`src/rtl/alu_bcd_seq.sv`:
```
// Sequential add/sub/mul/div ALU followed by serial double-dabble BCD conversion.
// Define ALU_BCD_REM_EN to expose the binary division remainder on port rem.
module alu_bcd_seq #(
    parameter int WIDTH  = 8,
    parameter int DIGITS = 5
) (
    input  logic                  clk,
    input  logic                  rst_n,
    input  logic                  start,
    input  logic [WIDTH-1:0]      left,
    input  logic [WIDTH-1:0]      right,
    input  logic [1:0]            mode,
    output logic                  busy,
    output logic                  done,
    output logic [4*DIGITS-1:0]   bcd,
    output logic                  neg,
    output logic                  err
`ifdef ALU_BCD_REM_EN
    ,
    output logic [WIDTH-1:0]      rem
`endif
);

    localparam int RW = 2 * WIDTH;
    localparam int BW = 4 * DIGITS;
    localparam int CW = $clog2(RW) + 1;

    typedef enum logic [1:0] {IDLE, CALC, CONV, DONE} state_t;
    typedef enum logic [1:0] {OP_ADD, OP_SUB, OP_MUL, OP_DIV} op_t;

    state_t            state;
    state_t            state_nx;
    op_t               op;
    logic [WIDTH-1:0]  a;
    logic [WIDTH-1:0]  b;
    logic [WIDTH-1:0]  rem_w;
    logic [RW-1:0]     res;
    logic [BW-1:0]     bcd_w;
    logic [BW-1:0]     adj;
    logic [BW-1:0]     bcd_nx;
    logic [CW-1:0]     cnt;
    logic              neg_w;

    logic              div0;
    logic              calc_last;
    logic              conv_last;

    logic [WIDTH:0]    trial;
    logic              ge;
    logic [WIDTH-1:0]  rem_nx;
    logic [WIDTH-1:0]  q_nx;

    assign div0      = (mode == 2'd3) && (right == '0);
    assign calc_last = (op != OP_DIV) || (cnt == CW'(WIDTH - 1));
    assign conv_last = (cnt == CW'(RW - 1));

    assign busy = (state != IDLE);
    assign done = (state == DONE);

    // Restoring division: the dividend register shifts out from the top
    // while quotient bits shift in at the bottom.
    assign trial  = {rem_w, a[WIDTH-1]};
    assign ge     = (trial >= {1'b0, b});
    assign rem_nx = ge ? (trial[WIDTH-1:0] - b) : trial[WIDTH-1:0];
    assign q_nx   = {a[WIDTH-2:0], ge};

    always_comb begin
        adj = bcd_w;
        for (int i = 0; i < DIGITS; i++) begin
            if (bcd_w[4*i +: 4] >= 4'd5)
                adj[4*i +: 4] = bcd_w[4*i +: 4] + 4'd3;
        end
        bcd_nx = (adj << 1) | BW'(res[RW-1]);
    end

    always_comb begin
        state_nx = state;
        unique case (state)
            IDLE: if (start) state_nx = div0 ? DONE : CALC;
            CALC: if (calc_last) state_nx = CONV;
            CONV: if (conv_last) state_nx = DONE;
            DONE: state_nx = IDLE;
            default: state_nx = IDLE;
        endcase
    end

    always_ff @(posedge clk or negedge rst_n) begin
        if (!rst_n)
            state <= IDLE;
        else
            state <= state_nx;
    end

    always_ff @(posedge clk or negedge rst_n) begin
        if (!rst_n) begin
            op    <= OP_ADD;
            a     <= '0;
            b     <= '0;
            rem_w <= '0;
            res   <= '0;
            bcd_w <= '0;
            cnt   <= '0;
            neg_w <= 1'b0;
            bcd   <= '0;
            neg   <= 1'b0;
            err   <= 1'b0;
`ifdef ALU_BCD_REM_EN
            rem   <= '0;
`endif
        end else begin
            unique case (state)
                IDLE: begin
                    if (start) begin
                        a     <= left;
                        b     <= right;
                        op    <= op_t'(mode);
                        cnt   <= '0;
                        rem_w <= '0;
                        res   <= '0;
                        bcd_w <= '0;
                        neg_w <= 1'b0;
                        if (div0) begin
                            bcd <= '0;
                            neg <= 1'b0;
                            err <= 1'b1;
`ifdef ALU_BCD_REM_EN
                            rem <= '0;
`endif
                        end
                    end
                end
                CALC: begin
                    unique case (op)
                        OP_ADD: res <= RW'(a) + RW'(b);
                        OP_SUB: begin
                            res   <= (a >= b) ? RW'(a - b) : RW'(b - a);
                            neg_w <= (a < b);
                        end
                        OP_MUL: res <= RW'(a) * RW'(b);
                        OP_DIV: begin
                            a     <= q_nx;
                            rem_w <= rem_nx;
                            if (calc_last)
                                res <= RW'(q_nx);
                        end
                        default: res <= '0;
                    endcase
                    cnt <= calc_last ? '0 : cnt + 1'b1;
                end
                CONV: begin
                    bcd_w <= bcd_nx;
                    res   <= res << 1;
                    cnt   <= cnt + 1'b1;
                    if (conv_last) begin
                        bcd <= bcd_nx;
                        neg <= neg_w;
                        err <= 1'b0;
`ifdef ALU_BCD_REM_EN
                        rem <= (op == OP_DIV) ? rem_w : '0;
`endif
                    end
                end
                DONE: ;
                default: ;
            endcase
        end
    end

endmodule

```
`config.mk`:
```
export PLATFORM = sky130hd
export DESIGN_NAME = alu_bcd_seq
export DESIGN_NICKNAME = d
export VERILOG_FILES = /design/src/rtl/alu_bcd_seq.sv
export SDC_FILE = /design/constraint.sdc
export NUM_CORES = 1
export LEC_CHECK = 0
export CORE_UTILIZATION = 28
export DETAILED_ROUTE_END_ITERATION = 8
export PLACE_DENSITY = 0.49
export SYNTH_ARGS = -nofsm -noshare
export SYNTH_HDL_FRONTEND = slang
export SYNTH_SLANG_ARGS = --single-unit
```
`constraint.sdc`:
```
create_clock -name clk -period 6.14 [get_ports clk]
set_input_delay 0.921 -clock clk [delete_from_list [all_inputs] [get_ports clk]]
set_output_delay 0.921 -clock clk [all_outputs]
set_load 0.01 [all_outputs]
```
==> results.toml, run 1 <==
[status]
status = "completed"

[placement]
place_inst = 1356
io_buffer_count = 44
placed_cell_area_um2 = 8996
hpwl_um = 17000
gp_congestion = 0.8461

[setup_path]
crit_path_end_kind = "flop"
cp.arrival_ns = 4.98
startpoint_type = "flop"
crit_buf_inv = 3
crit_top_cell = "fa_1"
path_class = "reg2reg"
critPathMaxFanout = 9
crit_required_ns = 6.37
cp_slowest_cell = "fa_1"
crit_family = "adder cells"
worstPathCellList = "inv_1 > nor2_1 > fa_1 > fa_1 > inv_1 > fa_1 > fa_1 > inv_1 > ha_1 > a21o_1 > a21oi_1 > a21oi_1 > o21ai_0 > a21oi_1 > xnor2_1 > o211ai_1"
slowest_delay_ns = 0.54

[clock_network]
post_cts_buffers = 0
root_buffer = "clkbuf_16"
cts.sinks = 92
clkTransAtPathRegs_ns = 0.08
hold_buffers = 0
cts_buffer_depth = 2
cts_resized = 0
htree_levels = 3
clk_latency_ns = 0.36
cts_inserted_buffers = 9
tritoncts = "built"

[sta]
max_freq_ghz = 0.2102
maxSlewViolCount = 0
relSlewSlack_pct = 38.95
rsz0062_at_grt = "false"
finClkSkew_ns = 0.01653
worstMarginPinSlew_ns = 0.9157
finalHoldViolCount = 0
period_share_pct = 77.50
tns_ns = 0
fin_crit_ns = 4.758
setup_violations = 0

[detailed_routing]
wl_per_cell_um = 16.05
drc = 0
ant_nets = 0
firstDrtPassIters = 5
detailroute.via_count = 6763
drt-vias-per-instance = 4.929
first_iter_violations = 408
routed_wl_um = 22020

[logic_synthesis]
synthCells = 950
synth_edf_count = 0
avgSynthCellArea_um2 = 8.591
synth_compound_area_share_pct = 17.86
synth_seq_cells = 92
async_flop_share_pct = 100.0
synth_warnings = 0
yosys.area_share.adder_pct = 23.00
synth.distinct_cells = 70
synth_nets = 1097
muxShareOfSynthArea_pct = 4.124
synth-main-ff-cell = "dfrtp_1"
syn_area_um2 = 8162
synthXorXnorAreaFrac_pct = 3.112
synth-simple-area-share_pct = 17.61
synth_top_family_by_area = "adder cells"
synth_seq_area_share_pct = 28.21

[finish]
nets = 1130
layout.cells.most_common = "nand2_1"
final_area_um2 = 9298
fin_cells = 1372
mostFrequentLayoutCells = "nand2_1 (140), nor2_1 (92), dfrtp_1 (92)"
drive_gt1_share_pct = 6.579
antennaDiodeCount = 0
area_growth_pct = 13.92

[floorplan]
die_area_um2 = 29840
ioPinCount = 45
start_util_pct = 28.44
die_x_um = 172.7
die_h_um = 172.7
core_area_um2 = 28700
num_rows = 62

[global_routing]
grt_max_degree = 68
antenna_found_initial = 0
first_global_vias = 6362
overflow = 0
grt_usage_pct = 14.96
grt_pass1_wl_um = 35690

[hold_path]
hold_class = "in2async"

[flow_run]
drv_cap = 0
## routing by layer
| layer | up-vias | GRT usage, % | share of wire [%] |
|---|---|---|---|
| li1 | 3313 | - | - |
| met1 | 3284 | 21.71 | 50 |
| met2 | 145 | 23.34 | 45 |
| met3 | 21 | 2.243 | 3.8 |
| met4 | 0 | 3.355 | 1.2 |
| met5 | - | 0 | 0 |
## through the flow
step | utilization (%) | hold WS (ns) | setup slack, ns
2_1_floorplan | - | 0.4439 | 1.848
3_3_place_gp | 31.34 | 0.4500 | 1.489
3_5_place_dp | 31.34 | 0.4559 | 1.392
4_1_cts | 32.39 | 0.4680 | 1.365
5_1_grt | 32.39 | 0.4952 | 1.061
6_report | 32.39 | 0.4667 | 1.382
## worst paths after layout
kind | slack (ns) | start | cells after the start | endpoint
max reg2reg | 1.38 | a[1] | 16 | res[12]
max in group asynchronous | 4.41 | rst_n | 2 | b[1]
max | 1.38 | a[1] | 16 | res[12]
min | 0.47 | rst_n | 1 | bcd_w[18]
min in group clk | 0.47 | bcd[15] | 2 | bcd[15]
min reg2reg | 0.47 | bcd[15] | 2 | bcd[15]
## final cells by class
cell class	count	area, um2
fillers	3068	19400
multi-input cells	736	5366
flip-flops and latches	92	2302
repair buffers	53	505.5
well taps	384	480.5
inverters	91	341.6
clock buffers	9	225.2
clock inverters	7	76.32
## cells by family after synthesis
| group | Yosys count |
|---|---|
| DFF | 92 |
| AOI/OAI and AO/OA | 225 |
| adders and majority gates | 126 |
| muxes | 32 |
| xor gates and xnor gates | 29 |
| and+or+nand+nor | 324 |
| buffers and inverters | 122 |
## flip-flops by register name, summed over array words and instances, names as in the netlist, 5 cells and up
| register | cells |
|---|---|
| a | 8 |
| b | 8 |
| bcd | 20 |
| bcd_w | 20 |
| cnt | 5 |
| rem_w | 8 |
| res | 16 |
## cell usage after synthesis, types with 5 or more instances
| master | instances | area, um2 |
|---|---|---|
| a21oi_1 | 52 | 260.3 |
| inv_1 | 90 | 337.8 |
| nor2_1 | 92 | 345.3 |
| nor3_1 | 9 | 45.04 |
| clkbuf_1 | 16 | 60.06 |
| ha_1 | 86 | 1076 |
| a21o_1 | 10 | 75.07 |
| o211ai_1 | 8 | 60.06 |
| xor2_1 | 12 | 105.1 |
| o21ai_2 | 8 | 70.07 |
| and3_1 | 11 | 68.82 |
| o21bai_1 | 5 | 37.54 |
| o21ai_1 | 6 | 30.03 |
| mux2i_1 | 19 | 190.2 |
| fa_1 | 40 | 800.8 |
| nand2b_1 | 16 | 100.1 |
| a22o_1 | 5 | 43.79 |
| nand2_1 | 140 | 525.5 |
| buf_2 | 10 | 50.05 |
| nor2b_1 | 11 | 68.82 |
| nand4_1 | 5 | 31.28 |
| dfrtp_1 | 92 | 2302 |
| xnor2_1 | 17 | 148.9 |
| nand3_1 | 23 | 115.1 |
| mux2_2 | 13 | 146.4 |
| o21ai_0 | 77 | 385.4 |
Power of run 1 is left out: the tool's default activity adds up to more than one toggle a clock period on the data nets, which glitch-free logic cannot reach.
==> run 2: changes to the inputs <==
- clock period: 6.14 -> 4.8 ns (I/O delays scaled with it)
==> results.toml, run 2 (synthesis results as in run 1) <==
[status]
status = "completed"

[sta]
max_freq_ghz = 0.2215
maxSlewViolCount = 0
relSlewSlack_pct = 41.26
setup_violations = 0
period_share_pct = 94.06
finClkSkew_ns = 0.004410
fin_crit_ns = 4.515
rsz0062_at_grt = "true"
finalHoldViolCount = 0
worstMarginPinSlew_ns = 0.8812

[detailed_routing]
wl_per_cell_um = 16.27
drc = 0
drt-vias-per-instance = 4.857
detailroute.via_count = 6727
ant_nets = 0
firstDrtPassIters = 5
routed_wl_um = 22530
first_iter_violations = 567

[finish]
area_growth_pct = 15.02
mostFrequentLayoutCells = "nand2_1 (140), nor2_1 (92), inv_1 (89), dfrtp_1 (89), ha_1 (86)"
layout.cells.most_common = "nand2_1"
reg_top3 = "bcd x20, bcd_w x20, res x16"
antennaDiodeCount = 0
nets = 1143
fill_cells = 3066
seq_area_um2 = 2306
drive_gt1_share_pct = 8.192
multi_input_area_um2 = 5366
final_area_um2 = 9388

[hold_path]
hold_class = "in2async"

[placement]
placed_cell_area_um2 = 9094
hpwl_um = 17800
gp_congestion = 0.9081
io_buffer_count = 44

[setup_path]
crit_required_ns = 5.04
cp.arrival_ns = 4.75
worstPathCellList = "inv_1 > nor2_1 > fa_1 > fa_1 > inv_1 > fa_1 > fa_1 > inv_1 > ha_1 > a21o_1 > a21oi_1 > a21oi_1 > or3_1 > a31oi_1 > o22ai_1"
crit_family = "adder cells"
startpoint_type = "flop"
crit_top_cell = "fa_1"
cp_slowest_cell = "fa_1"
critPathMaxFanout = 7
crit_buf_inv = 3
reg2reg_slack_ns = 0.28
path_class = "reg2reg"
slowest_delay_ns = 0.55
crit_path_end_kind = "flop"

[clock_network]
clk_latency_ns = 0.36
root_buffer = "clkbuf_16"
clkTransAtPathRegs_ns = 0.07
cts_buffer_depth = 2
htree_levels = 3
hold_buffers = 0
tritoncts = "built"
post_cts_buffers = 0
cts_inserted_buffers = 9
cts.sinks = 92

[floorplan]
ioPinCount = 45
die_h_um = 172.7
num_rows = 62
start_util_pct = 28.44
core_area_um2 = 28700
die_x_um = 172.7
die_area_um2 = 29840

[flow_run]
drv_cap = 0

[global_routing]
grt_max_degree = 62
grt_usage_pct = 15.69
grt_pass1_wl_um = 37090
overflow = 0
first_global_vias = 6611
antenna_found_initial = 0
## run 2: stage by stage
step                hold slack, ns  worst slack [ns]  instances  setup TNS [ns]  utilization (%)
global placement            0.4503            0.3522       1369               0            31.68
detailed placement          0.4560            0.2443       1369               0            31.68
floorplan                   0.4244            0.5077        950               0                -
finish                      0.4405            0.2849       1385               0            32.71
CTS                         0.4733            0.2367       1385               0            32.69
global route                0.4872          -0.03461       1385        -0.03461            32.71
## run 2: layer usage
| layer | wire (um) | track usage [%] |
|---|---|---|
| met4 | 561 | 4.757 |
| met2 | 10130 | 25.00 |
| met3 | 1014 | 2.748 |
| met1 | 10800 | 21.56 |
| met5 | 24 | 0.6410 |
## run 2: final cells by class
| cell class | count | share of cell area [%] |
|---|---|---|
| Multi-Input combinational cell | 736 | 57.16 |
| Sequential cell | 92 | 24.56 |
| Timing Repair Buffer | 66 | 6.424 |
| Tap cell | 384 | 5.118 |
| Inverter | 91 | 3.639 |
| Clock buffer | 9 | 2.399 |
| Clock inverter | 7 | 0.6931 |
## run 2: worst paths after layout
| kind | from | end | cells after the start |
|---|---|---|---|
| max reg2reg | a[2] | res[10] | 15 |
| max in group asynchronous | rst_n | bcd_w[1] | 2 |
| min in group clk | bcd[3] | bcd[3] | 2 |
| min | rst_n | bcd_w[17] | 1 |
| max | a[2] | res[10] | 15 |
| min reg2reg | bcd[3] | bcd[3] | 2 |
## run 2: timing repair
item / in CTS / in global routing
resized for setup: 0 / 6
endpoints found under the hold margin: 0 / 0
endpoints found under the setup margin: 0 / 4
## run 2: worst reg2reg max path: stages (launching register included)
cell and delay, ns:
dfrtp_2 0.46, inv_1 0.25, nor2_1 0.12, fa_1 0.44, fa_1 0.54, inv_1 0.04
fa_1 0.47, fa_1 0.55, inv_1 0.04, ha_1 0.35, a21o_1 0.20, a21oi_1 0.20
a21oi_1 0.11, or3_1 0.33, a31oi_1 0.21, o22ai_1 0.10
Power of run 2 is left out for the same reason.
